**src/rtl/wait_sample_accum.sv**
```systemverilog
// Thread-style accumulator: waits WAIT_CYCLES clocks, samples in_data once, and after
// NUM_SAMPLES samples presents the signed sum on a registered valid/ready output.
module wait_sample_accum #(
    parameter int WIDTH       = 32,
    parameter int ACC_WIDTH   = 34,
    parameter int WAIT_CYCLES = 4,
    parameter int NUM_SAMPLES = 4
) (
    input  logic                        clk,
    input  logic                        reset,
    input  logic signed [WIDTH-1:0]     in_data,
    input  logic                        out_ready,
    output logic signed [ACC_WIDTH-1:0] out_data,
    output logic                        out_valid,
    output logic [1:0]                  state_o
);

    localparam int WC_W  = $clog2(WAIT_CYCLES + 1);
    localparam int CNT_W = $clog2(NUM_SAMPLES + 1);

    generate
        if (WAIT_CYCLES < 1) begin : g_bad_wait
            $error("WAIT_CYCLES must be >= 1");
        end
        if (NUM_SAMPLES < 1) begin : g_bad_samples
            $error("NUM_SAMPLES must be >= 1");
        end
    endgenerate

    typedef enum logic [1:0] {
        S_INIT   = 2'd0,
        S_SAMPLE = 2'd1,
        S_WAIT   = 2'd2,
        S_EMIT   = 2'd3
    } state_t;

    // Output handshake: a word transfers on any rising edge where out_valid and out_ready
    // are both high; out_valid then stays high with out_data stable until that transfer.
    state_t                        state_q, state_d;
    state_t                        after_wait_q, after_wait_d;
    logic [WC_W-1:0]               wait_cnt_q, wait_cnt_d;
    logic [CNT_W-1:0]              sample_cnt_q, sample_cnt_d;
    logic signed [ACC_WIDTH-1:0]   acc_q, acc_d;
    logic signed [ACC_WIDTH-1:0]   out_data_q, out_data_d;
    logic                          out_valid_q, out_valid_d;

    logic signed [ACC_WIDTH-1:0]   in_ext;
    logic signed [ACC_WIDTH-1:0]   sum;
    logic [CNT_W-1:0]              cnt_inc;

    assign in_ext  = ACC_WIDTH'(in_data);
    assign sum     = acc_q + in_ext;
    assign cnt_inc = sample_cnt_q + 1'b1;

    always_ff @(posedge clk or negedge reset) begin
        if (!reset) begin
            state_q      <= S_INIT;
            after_wait_q <= S_INIT;
            wait_cnt_q   <= '0;
            sample_cnt_q <= '0;
            acc_q        <= '0;
            out_data_q   <= '0;
            out_valid_q  <= 1'b0;
        end else begin
            state_q      <= state_d;
            after_wait_q <= after_wait_d;
            wait_cnt_q   <= wait_cnt_d;
            sample_cnt_q <= sample_cnt_d;
            acc_q        <= acc_d;
            out_data_q   <= out_data_d;
            out_valid_q  <= out_valid_d;
        end
    end

    always_comb begin
        state_d      = state_q;
        after_wait_d = after_wait_q;
        wait_cnt_d   = wait_cnt_q;
        sample_cnt_d = sample_cnt_q;
        acc_d        = acc_q;
        out_data_d   = out_data_q;
        out_valid_d  = out_valid_q;
        unique case (state_q)
            S_INIT: begin
                acc_d        = '0;
                sample_cnt_d = '0;
                wait_cnt_d   = WC_W'(WAIT_CYCLES);
                after_wait_d = S_SAMPLE;
                state_d      = S_WAIT;
            end
            S_WAIT: begin
                wait_cnt_d = wait_cnt_q - 1'b1;
                if (wait_cnt_d == '0) begin
                    state_d = after_wait_q;
                end
            end
            S_SAMPLE: begin
                sample_cnt_d = cnt_inc;
                if (cnt_inc == CNT_W'(NUM_SAMPLES)) begin
                    out_data_d  = sum;
                    out_valid_d = 1'b1;
                    state_d     = S_EMIT;
                end else begin
                    acc_d        = sum;
                    wait_cnt_d   = WC_W'(WAIT_CYCLES);
                    after_wait_d = S_SAMPLE;
                    state_d      = S_WAIT;
                end
            end
            S_EMIT: begin
                if (out_ready) begin
                    out_valid_d = 1'b0;
                    state_d     = S_INIT;
                end
            end
            default: state_d = S_INIT;
        endcase
    end

    assign out_data  = out_data_q;
    assign out_valid = out_valid_q;
    assign state_o   = state_q;

endmodule

```
**config.mk**
```make
export PLATFORM = sky130hd
export DESIGN_NAME = wait_sample_accum
export DESIGN_NICKNAME = d
export VERILOG_FILES = /design/src/rtl/wait_sample_accum.sv
export SDC_FILE = /design/constraint.sdc
export NUM_CORES = 1
export LEC_CHECK = 0
export ABC_AREA = 1
export ABC_CLOCK_PERIOD_IN_PS = 2300
export CAP_MARGIN = 40
export CORE_AREA = 8 8 116 139
export DETAILED_ROUTE_END_ITERATION = 7
export DIE_AREA = 0 0 124 147
export PLACE_DENSITY = 0.68
export REMOVE_ABC_BUFFERS = 1
export SLEW_MARGIN = 0
export SYNTH_ARGS = -nofsm -noshare
export SYNTH_HDL_FRONTEND = slang
export SYNTH_SLANG_ARGS = --single-unit
export TNS_END_PERCENT = 20
```
**constraint.sdc**
```tcl
create_clock -name clk -period 2.3 [get_ports clk]
set_input_delay 0.46 -clock clk [delete_from_list [all_inputs] [get_ports clk]]
set_output_delay 0.46 -clock clk [all_outputs]
set_load 0.05 [all_outputs]
```
==> flow_metrics.env <==
export IMPL_core_area_um2=14100
export IMPL_worstPathArrival_ns=2.44
export IMPL_die_w_um=124
export IMPL_max_freq_mhz=453
export IMPL_synth_area_um2=5260
export IMPL_hold_viol=0
export IMPL_synthFlopType="dfrtp_1"
export IMPL_ios=72
export IMPL_placementRows=48
export IMPL_drt_first_pass_iters=4
export IMPL_reg2reg_depth=13
export IMPL_register_area_um2=1950
export IMPL_max_cap_violations=0
export IMPL_final_min_clock_period_ns=2.21
export IMPL_viasPerCell=4.84
export IMPL_status="complete, no violations"
export IMPL_syn_instance_count=758
export IMPL_final_area_um2=7090
export IMPL_place_congestion=0.931
export IMPL_critPathMaxFanout=4
export IMPL_power_density_nw_per_um2=1350
export IMPL_yosys_top_cells_area="dfrtp_1, nand2_1, ha_1"
export IMPL_power_total_uw=9600
export IMPL_cts_buffer_depth=2
export IMPL_first_iter_violations=328
export IMPL_die_area_um2=18200
export IMPL_crit_top_cell="a21oi_1"
export IMPL_seq_area_frac_synth_pct=37.1
export IMPL_synth_top_area_share_pct=37.1
export IMPL_worstPathCellList="clkdlybuf4s50_1, ha_1, a21oi_1, o21ai_0, a21oi_1, nand2_2, buf_4, or2_1, nand3_1, nand2_1"
export IMPL_tritoncts="yes"
export IMPL_netlist_top_cell_by_area="dfrtp_1"
export IMPL_r2r_start="acc_q[0]"
export IMPL_cts_sinks=78
export IMPL_finClkSkew_ns=0.00909
export IMPL_synth_seq_cells=78
export IMPL_setup_ws_ns=0.0933
export IMPL_die_y_um=147
export IMPL_drc=0
export IMPL_avgRoutedWirePerCell_um=14.1
export IMPL_dp_slack_ns=-0.351
export IMPL_peakVddDrop_mv=0.617
export IMPL_syn_avg_cell_area_um2=6.94
export IMPL_overflow=0
export IMPL_slowest_delay_ns=0.42
export IMPL_clk_transition_reported_paths_ns=0.06
export IMPL_tightest_slew_ns=0.567
export IMPL_grt_antenna_before_repair=0
export IMPL_hold_buffers=0
export IMPL_place_inst=1065
export IMPL_via_count=5237
export IMPL_synth_edf_count=0
export IMPL_layout_drive_gt1_share_pct=14.4
export IMPL_grt_usage_pct=17.5
export IMPL_fill_cells=1421
export IMPL_finalNonFillerCells=1083
export IMPL_synthArstFlopShare_pct=100
export IMPL_synth_distinct_cells=33
export IMPL_post_route_period_util_pct=95.9
export IMPL_areaGrowthSynthToFinish_pct=34.7
export IMPL_endpoint_kind="register"
export IMPL_num_antenna_cells=0
export IMPL_final_max_slew_violation_count=0
export IMPL_cts_root_buf="clkbuf_16"
export IMPL_setup_viol=0
export IMPL_drt_wl_total_um=15200
export IMPL_max_slew_margin_rel_pct=62.1
export IMPL_hpwl_um=11900
export IMPL_multi_input_area_um2=2930
export IMPL_r2r_setup_slack_ns=0.26
export IMPL_drtAntennaViolNets=0
export IMPL_p_leak_uw=0.00379
export IMPL_port_buffers=71
export IMPL_ys_warn_count=0
export IMPL_start_util_pct=37.4
export IMPL_grt_pass1_vias=5261
export IMPL_cp_required_ns=2.54
export IMPL_path_class="primary input to register"
export IMPL_clk_latency_ns=0.35
export IMPL_htree_levels=3
export IMPL_nets=976
export IMPL_start_kind="primary input"
export IMPL_worstReg2RegEnd="out_data[18]"
export IMPL_placed_area_um2=6710
export IMPL_hold_path_class="primary input to async pin"
export IMPL_layout_commonest_cell="nand2_1"
export IMPL_grt_max_degree=46
export IMPL_most_common_layout_cells="nand2_1, inv_1, dfrtp_1"
export IMPL_grt_pass1_wl_um=25200
export IMPL_numCtsBuffers=9
export IMPL_critPathSlowestCell="clkdlybuf4s50_1"
[through the flow]
step,setup TNS [ns],hold slack (ns),util (%)
floorplan,0,0.164,-
global placement,-9.97,0.437,47.7
detailed placement,-11.06,0.439,47.7
CTS,0,0.0772,50.0
global route,-0.0290,0.0959,50.4
finish,0,0.0603,50.4
[worst max-delay path, delay by kind of cell]
kind,cells,cell delay (ns)
buffers and inverters,2,0.57
and+or+nand+nor,4,0.43
AOI/OAI and AO/OA,3,0.61
adders and majority gates,1,0.37
[layout make-up]
class                           instances  area share (%)
Multi-Input combinational cell        569            41.4
Sequential cell                        78            27.5
Timing Repair Buffer                  145            18.2
Inverter                              100            5.30
Clock buffer                           11            3.28
Tap cell                              175            3.09
Clock inverter                          5            1.17
[worst max path at each step]
stage | startpoint | depth (start not counted) | slack, ns | endpoint
2_1_floorplan | state_o[0] | 6 | 0.20 | state_o[0]
3_3_place_gp | in_data[0] | 16 | -0.32 | out_data[28]
3_5_place_dp | in_data[0] | 16 | -0.35 | acc_q[28]
4_1_cts | in_data[0] | 16 | 0.01 | acc_q[32]
5_1_grt | in_data[16] | 12 | -0.02 | acc_q[32]
6_report | in_data[13] | 10 | 0.09 | acc_q[14]
[layer usage]
metal / routed length [µm] / track usage (%)
met3: 741 / 3.30
met2: 7800 / 31.2
met5: 0 / 0
met1: 6330 / 20.2
met4: 362 / 5.96
[kinds of logic after synthesis]
| family | count (synthesis) | synth area share [%] |
|---|---|---|
| AND/OR/NAND/NOR | 425 | 34.1 |
| buffers and inverters | 111 | 8.01 |
| XOR/XNOR | 14 | 2.33 |
| AO/OA/AOI/OAI | 92 | 9.32 |
| adder cells (fa/ha/maj) | 38 | 9.18 |
| flip-flops | 78 | 37.1 |
[sequential cells by signal, summed over array words and instances, names as in the netlist]
| register | cells |
|---|---|
| after_wait_q | 1 |
| acc_q | 34 |
| out_data | 34 |
| state_o | 2 |
| wait_cnt_q | 3 |
| sample_cnt_q | 3 |
| out_valid | 1 |
[report_power, final]
group	internal [µW]	switching, µW
logic	2280	3540
clock network	956	595
registers	1900	327
[repair_timing]
item	4_1_cts	5_1_grt
resized for setup	0	15
setup endpoints to repair	0	27
buffers inserted	0	2
[synthesized netlist by cell type (3+ instances only)]
| cell type | count |
|---|---|
| o21ai_1 | 4 |
| nand3_1 | 56 |
| clkbuf_1 | 7 |
| xnor2_1 | 6 |
| nand3b_1 | 8 |
| ha_1 | 37 |
| inv_1 | 92 |
| nor2_2 | 4 |
| buf_2 | 4 |
| xor2_1 | 8 |
| nand2_2 | 10 |
| nor3_1 | 6 |
| o21ai_0 | 41 |
| nor2_1 | 41 |
| dfrtp_1 | 78 |
| a21oi_1 | 36 |
| nand2_1 | 289 |
| o22ai_1 | 3 |
| inv_2 | 8 |
(Power assumes the default switching activity.)
